==> src/rtl/vga_frame_scanner_if.sv <==
// Scan-out bus: framebuffer read port plus the colour/sync outputs toward the DAC.
interface vga_frame_scanner_if;
  logic [31:0] vga_pixel_addr;
  logic [7:0]  vga_pixel_val;
  logic [7:0]  vga_r;
  logic [7:0]  vga_g;
  logic [7:0]  vga_b;
  logic        vga_hsync;
  logic        vga_vsync;
  logic        vga_blank_n;
  logic        vga_sync_n;
  logic        frame_start;

  modport master (
    output vga_pixel_addr, vga_r, vga_g, vga_b,
    output vga_hsync, vga_vsync, vga_blank_n, vga_sync_n, frame_start,
    input  vga_pixel_val
  );

  modport slave (
    input  vga_pixel_addr, vga_r, vga_g, vga_b,
    input  vga_hsync, vga_vsync, vga_blank_n, vga_sync_n, frame_start,
    output vga_pixel_val
  );
endinterface

==> src/rtl/vga_frame_scanner.sv <==
// VGA scan-out: raster counters, framebuffer address generation and RGB332 expansion
// with sync/blank delayed to match the 3-cycle memory/data pipeline.
module vga_frame_scanner #(
  parameter int unsigned H_ACTIVE = 640,
  parameter int unsigned H_FP     = 16,
  parameter int unsigned H_SYNC   = 96,
  parameter int unsigned H_BP     = 48,
  parameter int unsigned V_ACTIVE = 480,
  parameter int unsigned V_FP     = 10,
  parameter int unsigned V_SYNC   = 2,
  parameter int unsigned V_BP     = 33,
  parameter int unsigned IMG_W    = 100,
  parameter int unsigned IMG_H    = 100,
  parameter int unsigned SCALE    = 0,
  parameter int unsigned BASE     = 0
) (
  input  logic                 clk,
  input  logic                 reset,
  vga_frame_scanner_if.master  bus
);

  localparam int unsigned H_TOT    = H_ACTIVE + H_FP + H_SYNC + H_BP;
  localparam int unsigned V_TOT    = V_ACTIVE + V_FP + V_SYNC + V_BP;
  localparam int unsigned HW       = $clog2(H_TOT);
  localparam int unsigned VW       = $clog2(V_TOT);
  localparam int unsigned HS_START = H_ACTIVE + H_FP;
  localparam int unsigned HS_END   = H_ACTIVE + H_FP + H_SYNC;
  localparam int unsigned VS_START = V_ACTIVE + V_FP;
  localparam int unsigned VS_END   = V_ACTIVE + V_FP + V_SYNC;

  // Timing flag bundle carried down the pipeline: {fs, vs_n, hs_n, in_img, active}
  localparam int unsigned FW    = 5;
  localparam int unsigned F_ACT = 0;
  localparam int unsigned F_IMG = 1;
  localparam int unsigned F_HS  = 2;
  localparam int unsigned F_VS  = 3;
  localparam int unsigned F_FS  = 4;
  localparam logic [FW-1:0] FLAGS_IDLE = 5'b01100;

  logic [HW-1:0] h_q, h_d;
  logic [VW-1:0] v_q, v_d;
  logic [31:0]   addr_q, addr_d;
  logic [FW-1:0] f1_q, f1_d;
  logic [FW-1:0] f2_q, f2_d;
  logic [7:0]    r_q, r_d, g_q, g_d, b_q, b_d;
  logic          hsync_q, hsync_d, vsync_q, vsync_d;
  logic          blank_n_q, blank_n_d, fs_q, fs_d;

  logic [HW-1:0] ix;
  logic [VW-1:0] iy;
  logic          act, in_img, hs_n, vs_n, fs;
  logic [7:0]    p;

  // S0: raster counters
  always_comb begin
    h_d = h_q + HW'(1);
    v_d = v_q;
    if (32'(h_q) == H_TOT - 1) begin
      h_d = '0;
      if (32'(v_q) == V_TOT - 1) v_d = '0;
      else                       v_d = v_q + VW'(1);
    end
  end

  // S0 decode feeding S1: address and timing flags
  always_comb begin
    ix     = h_q >> SCALE;
    iy     = v_q >> SCALE;
    act    = (32'(h_q) < H_ACTIVE) && (32'(v_q) < V_ACTIVE);
    in_img = act && (32'(ix) < IMG_W) && (32'(iy) < IMG_H);
    hs_n   = !((32'(h_q) >= HS_START) && (32'(h_q) < HS_END));
    vs_n   = !((32'(v_q) >= VS_START) && (32'(v_q) < VS_END));
    fs     = (h_q == '0) && (v_q == '0);
    addr_d = BASE;
    if (in_img) addr_d = BASE + 32'(iy) * IMG_W + 32'(ix);
    f1_d   = {fs, vs_n, hs_n, in_img, act};
    f2_d   = f1_q;
  end

  // S3: colour expansion by bit replication so full-scale codes reach 0xFF
  always_comb begin
    p         = bus.vga_pixel_val;
    r_d       = '0;
    g_d       = '0;
    b_d       = '0;
    if (f2_q[F_IMG]) begin
      r_d = {p[7:5], p[7:5], p[7:6]};
      g_d = {p[4:2], p[4:2], p[4:3]};
      b_d = {p[1:0], p[1:0], p[1:0], p[1:0]};
    end
    hsync_d   = f2_q[F_HS];
    vsync_d   = f2_q[F_VS];
    blank_n_d = f2_q[F_ACT];
    fs_d      = f2_q[F_FS];
  end

  always_ff @(posedge clk) begin
    if (reset) begin
      h_q       <= '0;
      v_q       <= '0;
      addr_q    <= BASE;
      f1_q      <= FLAGS_IDLE;
      f2_q      <= FLAGS_IDLE;
      r_q       <= '0;
      g_q       <= '0;
      b_q       <= '0;
      hsync_q   <= 1'b1;
      vsync_q   <= 1'b1;
      blank_n_q <= 1'b0;
      fs_q      <= 1'b0;
    end else begin
      h_q       <= h_d;
      v_q       <= v_d;
      addr_q    <= addr_d;
      f1_q      <= f1_d;
      f2_q      <= f2_d;
      r_q       <= r_d;
      g_q       <= g_d;
      b_q       <= b_d;
      hsync_q   <= hsync_d;
      vsync_q   <= vsync_d;
      blank_n_q <= blank_n_d;
      fs_q      <= fs_d;
    end
  end

  assign bus.vga_pixel_addr = addr_q;
  assign bus.vga_r          = r_q;
  assign bus.vga_g          = g_q;
  assign bus.vga_b          = b_q;
  assign bus.vga_hsync      = hsync_q;
  assign bus.vga_vsync      = vsync_q;
  assign bus.vga_blank_n    = blank_n_q;
  assign bus.vga_sync_n     = 1'b0;
  assign bus.frame_start    = fs_q;

endmodule

==> src/flat_wrapper.sv <==
// flat-port wrapper written by rule: the top's interface ports become plain ports
module vga_frame_scanner_flat 
#(
  parameter int unsigned H_ACTIVE = 640,
  parameter int unsigned H_FP     = 16,
  parameter int unsigned H_SYNC   = 96,
  parameter int unsigned H_BP     = 48,
  parameter int unsigned V_ACTIVE = 480,
  parameter int unsigned V_FP     = 10,
  parameter int unsigned V_SYNC   = 2,
  parameter int unsigned V_BP     = 33,
  parameter int unsigned IMG_W    = 100,
  parameter int unsigned IMG_H    = 100,
  parameter int unsigned SCALE    = 0,
  parameter int unsigned BASE     = 0
)
  (clk, reset, bus_vga_pixel_addr, bus_vga_r, bus_vga_g, bus_vga_b, bus_vga_hsync, bus_vga_vsync, bus_vga_blank_n, bus_vga_sync_n, bus_frame_start, bus_vga_pixel_val);
  vga_frame_scanner_if bus_i ();
  input  logic clk;
  input  logic reset;
  output wire logic [$bits(bus_i.vga_pixel_addr)-1:0] bus_vga_pixel_addr;
  output wire logic [$bits(bus_i.vga_r)-1:0] bus_vga_r;
  output wire logic [$bits(bus_i.vga_g)-1:0] bus_vga_g;
  output wire logic [$bits(bus_i.vga_b)-1:0] bus_vga_b;
  output wire logic [$bits(bus_i.vga_hsync)-1:0] bus_vga_hsync;
  output wire logic [$bits(bus_i.vga_vsync)-1:0] bus_vga_vsync;
  output wire logic [$bits(bus_i.vga_blank_n)-1:0] bus_vga_blank_n;
  output wire logic [$bits(bus_i.vga_sync_n)-1:0] bus_vga_sync_n;
  output wire logic [$bits(bus_i.frame_start)-1:0] bus_frame_start;
  input wire logic [$bits(bus_i.vga_pixel_val)-1:0] bus_vga_pixel_val;
  assign bus_vga_pixel_addr = bus_i.vga_pixel_addr;
  assign bus_vga_r = bus_i.vga_r;
  assign bus_vga_g = bus_i.vga_g;
  assign bus_vga_b = bus_i.vga_b;
  assign bus_vga_hsync = bus_i.vga_hsync;
  assign bus_vga_vsync = bus_i.vga_vsync;
  assign bus_vga_blank_n = bus_i.vga_blank_n;
  assign bus_vga_sync_n = bus_i.vga_sync_n;
  assign bus_frame_start = bus_i.frame_start;
  assign bus_i.vga_pixel_val = bus_vga_pixel_val;
  vga_frame_scanner #(.H_ACTIVE(H_ACTIVE), .H_FP(H_FP), .H_SYNC(H_SYNC), .H_BP(H_BP), .V_ACTIVE(V_ACTIVE), .V_FP(V_FP), .V_SYNC(V_SYNC), .V_BP(V_BP), .IMG_W(IMG_W), .IMG_H(IMG_H), .SCALE(SCALE), .BASE(BASE)) u_core (.clk(clk), .reset(reset), .bus(bus_i));
endmodule
==> config.mk <==
export PLATFORM = sky130hd
export DESIGN_NAME = vga_frame_scanner_flat
export DESIGN_NICKNAME = d
export VERILOG_FILES = /design/src/rtl/vga_frame_scanner_if.sv /design/src/rtl/vga_frame_scanner.sv /design/src/flat_wrapper.sv
export SDC_FILE = /design/constraint.sdc
export NUM_CORES = 1
export LEC_CHECK = 0
export BUFFER_PORTS_ARGS = -buffer_cell sky130_fd_sc_hd__buf_4
export CAP_MARGIN = 10
export CORE_MARGIN = 2
export CORE_UTILIZATION = 56
export CTS_CLUSTER_DIAMETER = 40
export CTS_CLUSTER_SIZE = 20
export DETAILED_ROUTE_END_ITERATION = 8
export GPL_TIMING_DRIVEN = 0
export PLACE_DENSITY = 0.84
export SETUP_SLACK_MARGIN = 0.05
export SYNTH_ARGS = -nofsm -noshare
export SYNTH_HDL_FRONTEND = slang
export SYNTH_SLANG_ARGS = --single-unit
==> constraint.sdc <==
create_clock -name clk -period 3.9 [get_ports clk]
set_input_delay 0.195 -clock clk [delete_from_list [all_inputs] [get_ports clk]]
set_output_delay 0.195 -clock clk [all_outputs]
set_load 0.1 [all_outputs]
-- Word level (Yosys, flattened, before mapping)
Cells that the tools add are included.
- reductions and logical operators: 13
- magnitude comparators: 8
- eq/ne operators: 2
- bitwise operators: 2
- mux-type cells: 1
- add/subtract/negate cells: 3
- multiply operators: 1
- operators with widths (operator ; count):
    10-bit by 1-bit adder with 10-bit output (second input constant) ; 2
    10-bit == test (second input constant) ; 2
    10-bit zero test ; 2
    10-bit < comparator (second input constant) ; 2
    10-bit by 7-bit < comparator with 1-bit output (second input constant) ; 2
    10-bit by 9-bit < comparator with 1-bit output (second input constant) ; 2
    17-bit by 10-bit adder with 18-bit output ; 1
    10-bit by 5-bit multiplier with 15-bit output (second input constant) ; 1
    10-bit >= comparator (second input constant) ; 1
    10-bit by 9-bit >= comparator with 1-bit output (second input constant) ; 1
    10-bit 2-to-1 mux ; 1
    1-bit logical AND ; 6
    2-bit OR reduction ; 3
    1-bit zero test ; 2
    1-bit NOT ; 2
- input bits: 10
- register bits after elaboration: 90
- logic and storage cells: 42

-- Logic depth before layout (Yosys ltp)
Gate-level depths: netlist of the first run.
- depth after elaboration: 6
- gate-level depth with buffers: 16

-- Worst setup path before layout of the first run
Ideal clock, no wire load.
- path kind: reg-to-reg
- from: reg u_core.v_q[3], in the netlist u_core.iy[3]
- to: reg u_core.addr_q[16], in the netlist u_core.bus.vga_pixel_addr[16]
- clock period less this slack: 3468 ps
- buffers on the path: 0
- arrival: 3388 ps
- cell stages (with the launch flop): 13
- path slack: 432 ps
- data required time: 3820 ps
- library setup time: 80 ps
- cell sequence: dfxtp_1 > inv_1 > ha_1 > ha_1 > fa_1 > ha_1 > nor2b_4 > o211a_1 > or4_4 > a31oi_4 > nand4_2 > o31a_1 > nor3_1
- word-level cells in the longest chain between the ends: 6
- elaborated cells between the ends (all ways): 9
- ends and longest elaborated chain (element ; line ; text):
    from (decl) ; vga_frame_scanner.sv:41 ; logic [VW-1:0] v_q, v_d;
    from (signal assigned) ; vga_frame_scanner.sv:113 ; v_q <= v_d;
    parallel branches: the longest is 6 deep, another holds 17-bit by 10-bit adder with 18-bit output ; - ;
    to (signal assigned) ; vga_frame_scanner.sv:114 ; addr_q <= addr_d;
    to (decl) ; vga_frame_scanner.sv:42 ; logic [31:0] addr_q, addr_d;
Several ways; the timed one is not identified.
A chain may end at the register's enable or synchronous reset.

-- Final worst setup path of the first run
Same ends and word-level chain as after synthesis.

==> flow_summary.toml, run 1 <==
[status]
status = "finished, final reports clean"

[timing]
post-route-period-util = 0.958
timing.hold.ws_ps = 46.2
final-max-slew-violation-count = 0
tns_ps = 0
relSlewSlack = 0.584
worst_pin_slew_ps = 621
period_needed_ps = 3740
rsz0062_at_grt = "no"
report.final.hold_viol_count = 0
setup_violations = 0
finClkSkew_ps = 8.96
max_freq_mhz = 268

[final_layout]
num_antenna_cells = 0
syn_to_final_growth_pct = 20.8
final_common_cell = "buf_4"
multiInputGateArea_um2 = 2280
nets = 571
seq_area_um2 = 1200
fillers = 543
layout_common_cells = "buf_4, ha_1, dfxtp_1, nor2_1, inv_1"
drive_above_1_share = 0.247

[worst_setup_path]
r2r-end = "u_core.bus.vga_pixel_addr[16]"
required_ps = 4170
crit_path_max_fanout = 6
crit_type = "reg2reg"
crit_path_start = "u_core.iy[3]"
endpoint = "u_core.bus.vga_pixel_addr[16]"
ff2ff_path_depth = 15
cp-end-kind = "flip-flop"
start_kind = "flip-flop"
r2r_setup_slack_ps = 160
r2r-start = "u_core.iy[3]"
arrival_ps = 4010

[placement]
port_buffers = 54
dpl.hpwl_mm = 6.20
place_congestion = 0.871

[die]
io_pins = 71
fp.coreArea_um2 = 6680
row_count = 30
die_y_um = 86.5
initial_core_util = 0.571
dieWidth_um = 86.5
fp.dieArea_um2 = 7480

[routing]
wl_mm = 8.05
vias_per_cell = 5.15
firstDrtPassIters = 4
wire_per_inst_um = 13.8
ant_nets = 0
drtIter0Drc = 130
drc = 0
vias = 2995

[clock_network]
root_buffer = "clkbuf_8"
numCtsBuffers = 9
path_clk_slew_ps = 80
clk_path_buf_depth = 2
cts_tree = "built"
htreeDepth = 3
cts_hold_buf = 0
clock_latency_ps = 350
clock_sinks = 60

[power_and_ir_drop]
ir_drop_v = 0.000143
powerDensity_nw_per_um2 = 304
total_power_uw = 1400
p_leak_uw = 0.00238

[synth]
synth_flop_cell = "dfxtp_1"
syn_avg_cell_area_um2 = 9.16
yosysSeqAreaShare = 0.315
syn_area_um2 = 3810
synthCells = 416
synth_edf_count = 0
synth_async_sr_flop_share = 0
synth.yosys.warnings = 0
ys_ff_latch = 60
ys_types = 50

[grt]
grt_antenna_before_repair = 0
grt_max_degree = 13
grt_pass1_vias = 2912
grt_overflow_total = 0
grt_pass1_wl_mm = 12.7
grtUsageTotal = 0.219

[flow_run]
drv_cap = 0

[worst_hold_path]
hold_path_depth = 2
hold_path.class = "in2reg"
what timing repair did:
action                                  CTS  global route
cloned                                    0             0
gates resized for setup                   1             5
setup buffers                             0             2
endpoints found under the setup margin    1             5
power by group:
part / internal (µW) / switching (µW) / leakage (µW)
Clock: 298 / 270 / 0.000104
Combinational: 41.8 / 158 / 0.00178
Sequential: 624 / 6.15 / 0.000489
Total: 964 / 435 / 0.00238
Yosys cell counts (2+ instances only):
| library cell | n | share of area |
|---|---|---|
| dfxtp_1 | 60 | 0.32 |
| ha_1 | 58 | 0.19 |
| nor2_1 | 42 | 0.041 |
| inv_1 | 37 | 0.036 |
| buf_4 | 31 | 0.061 |
| xnor2_1 | 17 | 0.039 |
| nand2_1 | 13 | 0.013 |
| nand3_1 | 13 | 0.017 |
| o21ai_0 | 11 | 0.014 |
| xor2_1 | 11 | 0.025 |
| a21oi_1 | 10 | 0.013 |
| and2_1 | 10 | 0.016 |
| nor2b_1 | 10 | 0.016 |
| nor3_1 | 8 | 0.011 |
| clkbuf_1 | 7 | 0.0069 |
| nand4_1 | 7 | 0.011 |
| fa_1 | 6 | 0.032 |
| a21o_1 | 5 | 0.0098 |
| and3_1 | 5 | 0.0082 |
| or2_2 | 5 | 0.0082 |
| nand2b_1 | 4 | 0.0066 |
| o21a_1 | 4 | 0.0079 |
| a211oi_1 | 3 | 0.0059 |
| nor4_1 | 3 | 0.0049 |
| o211a_1 | 3 | 0.0079 |
| o31a_1 | 3 | 0.0069 |
| or3_1 | 3 | 0.0049 |
| a31oi_1 | 2 | 0.0033 |
| o211ai_1 | 2 | 0.0039 |
| o21ai_1 | 2 | 0.0026 |
| xnor2_2 | 2 | 0.0085 |
flip-flops by register name (all words and copies together), names as in the netlist, 2 cells and up:
| signal | flops |
|---|---|
| u_core.f1_q | 5 |
| u_core.f2_q | 5 |
| u_core.bus.vga_b | 2 |
| u_core.bus.vga_pixel_addr | 18 |
| u_core.iy | 10 |
| u_core.h_q | 10 |
| u_core.bus.vga_r | 3 |
| u_core.bus.vga_g | 3 |
worst min path at each step:
stage | from | end | slack (ps)
detailed placement | u_core.f1_q[3] | u_core.f2_q[3] | 400
floorplan | bus_vga_pixel_val[1] | u_core.bus.vga_b[5] | 320
global route | bus_vga_pixel_val[6] | u_core.bus.vga_r[6] | 30
finish | bus_vga_pixel_val[6] | u_core.bus.vga_r[6] | 50
global placement | u_core.f1_q[2] | u_core.f2_q[2] | 390
CTS | bus_vga_pixel_val[6] | u_core.bus.vga_r[6] | 40
stage by stage:
| step | utilization | setup slack, ps | instance area (µm²) | cells |
|---|---|---|---|---|
| global route | 0.690 | 49.8 | 4610 | 582 |
| finish | 0.690 | 163 | 4610 | 582 |
| global placement | 0.654 | 75.2 | 4370 | 564 |
| CTS | 0.684 | 70.2 | 4570 | 580 |
| detailed placement | 0.654 | 44.2 | 4370 | 564 |
| floorplan | - | 432 | 3860 | 430 |
critical path, cell delays in order, from the launching register on:
cell and delay (ps):
dfxtp_2 420, inv_1 110, ha_1 300, ha_1 320, fa_1 570, ha_4 230
a21oi_1 120, nand2_1 120, xor2_1 160, ha_1 330, o21a_1 160, o211ai_1 90
nand3b_1 180, nand4_2 150, o31a_1 270, nor3_1 140
cell families after synthesis:
group	share of synthesized area
adders and majority gates	0.222
other	0.000984
xor gates and xnor gates	0.0729
buffers and inverters	0.106
and+or+nand+nor	0.181
AOI/OAI and AO/OA	0.102
DFF	0.315
final cells by class:
| type | instances | share of cell area |
|---|---|---|
| clock inverters | 7 | 0.0163 |
| inverters | 38 | 0.0310 |
| plain buffers | 39 | 0.0570 |
| flip-flops and latches | 60 | 0.262 |
| multi-input cells | 293 | 0.494 |
| clock buffers | 9 | 0.0269 |
| repair buffers | 56 | 0.0913 |
| well taps | 80 | 0.0217 |
routing by layer:
metal  wire length [µm]  up-vias  share of wire  global-route usage
met5                  0        -              0                   0
met4                140        0          0.017               0.112
met3                501       13          0.062              0.0619
met2               4020       84           0.50               0.378
met1               3390     1382           0.42               0.245
li1                   -     1516              -                   -
No activity file was read; power rests on OpenSTA's default activity.
==> run 2, diff against run 1 <==
--- a/config.mk
+++ b/config.mk
@@ -13,6 +13,7 @@
 export CTS_CLUSTER_SIZE = 20
 export DETAILED_ROUTE_END_ITERATION = 8
 export GPL_TIMING_DRIVEN = 0
+export HOLD_SLACK_MARGIN = 0.05
 export PLACE_DENSITY = 0.84
 export SETUP_SLACK_MARGIN = 0.05
 export SYNTH_ARGS = -nofsm -noshare
==> run 2 against run 1 <==
Effect of this change: final cell count grew 0.86%; core utilization grew 0.75 points; worst hold slack gained 11 ps; via count grew 1.3%; die area is the same; total power grew 0.37%; sequential power is essentially flat; critical path type unchanged.
==> flow_summary.toml, run 2 (synthesized netlist as in run 1, its figures left out) <==
[status]
status = "finished, final reports clean"

[worst_setup_path]
ff2ff_path_depth = 15
cp_top_family = "adder cells"
arrival_ps = 4010
crit_slowest_cell = "fa_1"
crit_type = "reg2reg"
cp-end-kind = "flip-flop"
crit_path_max_fanout = 6
cpPeakStageDelay_ps = 570
r2r_setup_slack_ps = 160
critical_path.cell_chain = "inv_1 -> ha_1 -> ha_1 -> fa_1 -> ha_4 -> a21oi_1 -> nand2_1 -> xor2_1 -> ha_1 -> o21a_1 -> o211ai_1 -> nand3b_1 -> nand4_2 -> o31a_1 -> nor3_1"
r2r-end = "u_core.bus.vga_pixel_addr[16]"
crit_path_start = "u_core.iy[3]"
crit_buf_inv = 1
crit_top_cell = "ha_1"
start_kind = "flip-flop"
required_ps = 4170
r2r-start = "u_core.iy[3]"

[power_and_ir_drop]
seq_power_share = 0.449
clock_power_share = 0.405
p_leak_uw = 0.00240
share_comb_of_total_power = 0.146
ir_drop_v = 0.000145
power_switching_uw = 437
powerDensity_nw_per_um2 = 301
p_sw_frac = 0.311
p_int_uw = 967
total_power_uw = 1400

[worst_hold_path]
hold_start = "bus_vga_pixel_val[7]"
hold_path.class = "in2reg"
hold_path_depth = 2
worstHoldEndpoint = "u_core.bus.vga_r[4]"

[final_layout]
largest_reg_flops = 18
seq_area_um2 = 1200
drive_above_1_share = 0.245
num_antenna_cells = 0
fin_util = 0.697
final_common_cell = "buf_4"
syn_to_final_growth_pct = 22.2
multiInputGateArea_um2 = 2280
layout_common_cells = "buf_4, ha_1, dfxtp_1, nor2_1, inv_1"
fillers = 535
nets = 576
layout.cells.non_filler = 587

[grt]
grt_antenna_before_repair = 0
grtUsageTotal = 0.222
grt_pass1_vias = 2932
grt_max_degree = 13
grt_overflow_total = 0
grt_pass1_wl_mm = 12.8

[clock_network]
root_buffer = "clkbuf_8"
cts_tree = "built"
path_clk_slew_ps = 80
clock_latency_ps = 350
htreeDepth = 3
numCtsBuffers = 9
clock_sinks = 60
clk_path_buf_depth = 2

[routing]
drc = 0
vias_per_cell = 5.17
drtIter0Drc = 139
ant_nets = 0
vias = 3034
wl_mm = 8.21
wire_per_inst_um = 14.0
firstDrtPassIters = 5

[timing]
worst_pin_slew_ps = 631
relSlewSlack = 0.578
tns_ps = 0
post-route-period-util = 0.959
report.final.hold_viol_count = 0
setup_violations = 0
period_needed_ps = 3740
rsz0062_at_grt = "no"
max_freq_mhz = 267
final-max-slew-violation-count = 0
finClkSkew_ps = 7.74
setup_ws_ps = 160

[die]
io_pins = 71
initial_core_util = 0.571
fp.coreArea_um2 = 6680
die_y_um = 86.5
row_count = 30
dieWidth_um = 86.5
fp.dieArea_um2 = 7480

[placement]
port_buffers = 54
post-place-ws_ps = 44.2
place_inst = 564
place_congestion = 0.871
dpl.hpwl_mm = 6.20

[flow_run]
drv_cap = 0
run 2: how the worst max path moves through the flow:
| stage | end | slack (ps) | cells past startpoint |
|---|---|---|---|
| floorplan | u_core.bus.vga_pixel_addr[16] | 430 | 12 |
| global placement | u_core.bus.vga_pixel_addr[16] | 80 | 15 |
| detailed placement | u_core.bus.vga_pixel_addr[16] | 40 | 15 |
| CTS | u_core.bus.vga_pixel_addr[16] | 70 | 15 |
| global route | u_core.bus.vga_pixel_addr[16] | 50 | 15 |
| finish | u_core.bus.vga_pixel_addr[16] | 160 | 15 |
run 2: stage by stage:
step,area (µm²),hold slack (ps)
floorplan,3860,317
CTS,4620,50.1
detailed placement,4370,399
global route,4660,52.9
finish,4660,57.4
global placement,4370,393
run 2: final cells by class:
cell class                 count  share of cell area
multi-input combinational    293               0.489
clock buffer                   9              0.0266
sequential                    60               0.259
clock inverter                 7              0.0161
inverter                      38              0.0306
buffer                        39              0.0564
timing repair buffer          61               0.101
tap                           80              0.0215
run 2: power groups by stage:
| stage | clock, µW | combinational, µW | sequential (µW) |
|---|---|---|---|
| after floorplan | 0 | 135 | 679 |
| after global placement | 0 | 198 | 644 |
| after detailed placement | 0 | 200 | 645 |
| after CTS | 573 | 204 | 630 |
| after global routing | 600 | 212 | 631 |
| final | 569 | 205 | 630 |
run 2: per-layer routing:
metal	track usage	up-vias	routed length [µm]
met5	0	-	0
li1	-	1526	-
met4	0.111	0	138
met1	0.248	1408	3450
met2	0.387	88	4140
met3	0.0610	12	478
run 2: repair_timing:
| action | CTS | global route |
|---|---|---|
| resized for setup | 1 | 5 |
| hold buffers | 5 | 0 |
| endpoints found under the hold margin | 5 | 0 |
| setup endpoints to repair | 1 | 5 |
| buffers inserted | 0 | 2 |
==> run 3, diff against run 2 <==
--- a/config.mk
+++ b/config.mk
@@ -5,16 +5,17 @@
 export SDC_FILE = /design/constraint.sdc
 export NUM_CORES = 1
 export LEC_CHECK = 0
+export ABC_AREA = 1
 export BUFFER_PORTS_ARGS = -buffer_cell sky130_fd_sc_hd__buf_4
 export CAP_MARGIN = 10
 export CORE_MARGIN = 2
-export CORE_UTILIZATION = 56
+export CORE_UTILIZATION = 57
 export CTS_CLUSTER_DIAMETER = 40
 export CTS_CLUSTER_SIZE = 20
 export DETAILED_ROUTE_END_ITERATION = 8
 export GPL_TIMING_DRIVEN = 0
 export HOLD_SLACK_MARGIN = 0.05
-export PLACE_DENSITY = 0.84
+export PLACE_DENSITY = 0.85
 export SETUP_SLACK_MARGIN = 0.05
 export SYNTH_ARGS = -nofsm -noshare
 export SYNTH_HDL_FRONTEND = slang
==> run 3 against run 2 <==
Effect of this change: register-to-register slack improved by 130 ps; total power decreased by 1.0%; combinational power decreased by 2%; final cell count increased by 25%; flip-flop and latch count unchanged; maximum frequency increased by 3.5%; clock-buffer cell count increased by 1; wire length increased by 7.4%; synthesized cell count increased by 32%; critical endpoint is now u_core.bus.vga_pixel_addr[14].
==> flow_summary.toml, run 3 <==
[status]
status = "finished, final reports clean"

[final_layout]
drive_above_1_share = 0.197
final_cell_area_um2 = 4850
layout.cells.non_filler = 732
num_antenna_cells = 0
largest_reg_flops = 18
syn_to_final_growth_pct = 20.2
nets = 706
layout_common_cells = "nand2_1, inv_1, buf_4, dfxtp_1, ha_1"
final_common_cell = "nand2_1"

[timing]
setup_ws_ps = 288
worst_pin_slew_ps = 503
rsz0062_at_grt = "no"
max_freq_mhz = 277
relSlewSlack = 0.664
period_needed_ps = 3610
final-max-slew-violation-count = 0
tns_ps = 0
report.final.hold_viol_count = 0
post-route-period-util = 0.926
setup_violations = 0
finClkSkew_ps = 10.6

[synth]
synth_edf_count = 0
synth_flop_cell = "dfxtp_1"
synth-xor-area-share = 0.00869
synth_adder_area_share = 0.210
synth.yosys.warnings = 0
syn_avg_cell_area_um2 = 7.33
synth_top_area_share = 0.298
ys_types = 36
synthMostInstantiatedCell = "nand2_1"
yosys-top-cells-count = "nand2_1, inv_1, dfxtp_1"
syn_area_um2 = 4030
synth_area_leaders = "dfxtp_1, ha_1, nand2_1"
synth_async_sr_flop_share = 0
yosysSeqAreaShare = 0.298
yosys-mux-area-fraction = 0
synthCells = 550
ys_ff_latch = 60
synthSimpleGateAreaFrac = 0.254
synth_top_area_cell = "dfxtp_1"
synth_top_family_by_area = "simple AND/OR/NAND/NOR gates"
synth_compound_gate_area_share = 0.0720

[die]
fp.dieArea_um2 = 7760
io_pins = 71
die_y_um = 88.1
initial_core_util = 0.590
fp.coreArea_um2 = 6830
dieWidth_um = 88.1
row_count = 30

[routing]
vias_per_cell = 4.95
wire_per_inst_um = 12.0
vias = 3625
drc = 0
ant_nets = 0
drtIter0Drc = 220
wl_mm = 8.82
firstDrtPassIters = 5

[clock_network]
root_buffer = "clkbuf_8"
clock_latency_ps = 360
numCtsBuffers = 9
clock_sinks = 60
clk_path_buf_depth = 2
path_clk_slew_ps = 70
htreeDepth = 3
cts_tree = "built"

[power_and_ir_drop]
ir_drop_v = 0.000161
total_power_uw = 1390
p_leak_uw = 0.00265
powerDensity_nw_per_um2 = 287

[grt]
grt_antenna_before_repair = 0
grt_max_degree = 11
grt_pass1_wl_mm = 14.6
grt_pass1_vias = 3334
grtUsageTotal = 0.243
grt_overflow_total = 0

[worst_setup_path]
crit_top_cell = "nand2_1"
crit_slowest_cell = "dfxtp_1"
critical_path.cell_chain = "ha_1 -> ha_1 -> fa_1 -> ha_1 -> clkbuf_4 -> inv_1 -> nand2_1 -> nand2_1 -> xor2_1 -> ha_1 -> nand2_1 -> o21a_1 -> nand2_2 -> nand2_2 -> nor2_4 -> nand2_1 -> nand2_1 -> inv_1 -> nor2_1"
cpPeakStageDelay_ps = 550
cp-end-kind = "flip-flop"
required_ps = 4190
crit_path_max_fanout = 7
start_kind = "flip-flop"
crit_type = "reg2reg"
arrival_ps = 3900

[flow_run]
drv_cap = 0

[placement]
place_inst = 715
dpl.hpwl_mm = 6.82
post-place-ws_ps = 84.6
place_congestion = 0.874
port_buffers = 55
place_area_um2 = 4620

[worst_hold_path]
hold_path.class = "in2reg"
run 3: changes by cell type after synthesis, moves of 10 or more:
| cell | change |
|---|---|
| nor2b_1 | -10 |
| xnor2_1 | -14 |
| inv_1 | +62 |
| a21oi_1 | +19 |
| nor2_1 | +12 |
| nand2_1 | +100 |
| xor2_1 | -10 |
| and2_1 | -10 |
| nand3_1 | +16 |
run 3: area by class of cell:
class                      count  area [µm²]
buffer                        34         248
clock inverter                 5        52.6
inverter                     102         384
clock buffer                  10         138
timing repair buffer          57         430
tap                           96         120
multi-input combinational    368        2260
fill                         566        1990
sequential                    60        1210
run 3: where the power goes:
group	leakage, µW	internal [µW]	switching (µW)
sequential	0.000489	622	5.84
combinational	0.00207	42.0	159
clock	0.0000979	305	255
run 3: layer usage:
layer | track usage | wire length (µm)
met2 | 0.421 | 4310
met5 | 0 | 0
met4 | 0.127 | 293
met1 | 0.277 | 3620
met3 | 0.0584 | 597
run 3: logic make-up (layout without fill, tap and decap cells):
group / Yosys count / in the layout
AOI/OAI and AO/OA: 53 / 53
other: 1 / 15
and+or+nand+nor: 232 / 232
DFF: 60 / 60
adders and majority gates: 64 / 64
buffers and inverters: 136 / 208
xor gates and xnor gates: 4 / 4
run 3: through the flow:
| step | utilization | hold WS (ps) |
|---|---|---|
| finish | 0.709 | 52.8 |
| global route | 0.709 | 52.2 |
| CTS | 0.705 | 50.3 |
| detailed placement | 0.676 | 394 |
| global placement | 0.676 | 390 |
| floorplan | - | 307 |
run 3: repair_timing:
item | in CTS | in global routing
gates resized for setup | 0 | 12
hold buffers | 1 | 0
setup endpoints to repair | 0 | 7
buffers inserted | 0 | 1
endpoints found under the hold margin | 1 | 0
run 3: final timing paths:
check / start / end / slack (ps) / cells after the start
worst max-delay path: u_core.iy[0] / u_core.bus.vga_pixel_addr[14] / 290 / 19
worst min-delay path: bus_vga_pixel_val[2] / u_core.bus.vga_g[5] / 50 / 3
worst max register to register: u_core.iy[0] / u_core.bus.vga_pixel_addr[14] / 290 / 19
worst min register to register: u_core.f2_q[0] / u_core.bus.vga_blank_n / 410 / 2
run 3: critical path, delay by kind of cell, from the launching register on:
family                   cells  cell delay, ps
AND/OR/NAND/NOR              9             750
AO/OA/AOI/OAI                1             190
buffers and inverters        3             240
XOR/XNOR                     1             140
flip-flops                   1             550
adder cells (fa/ha/maj)      5            1650
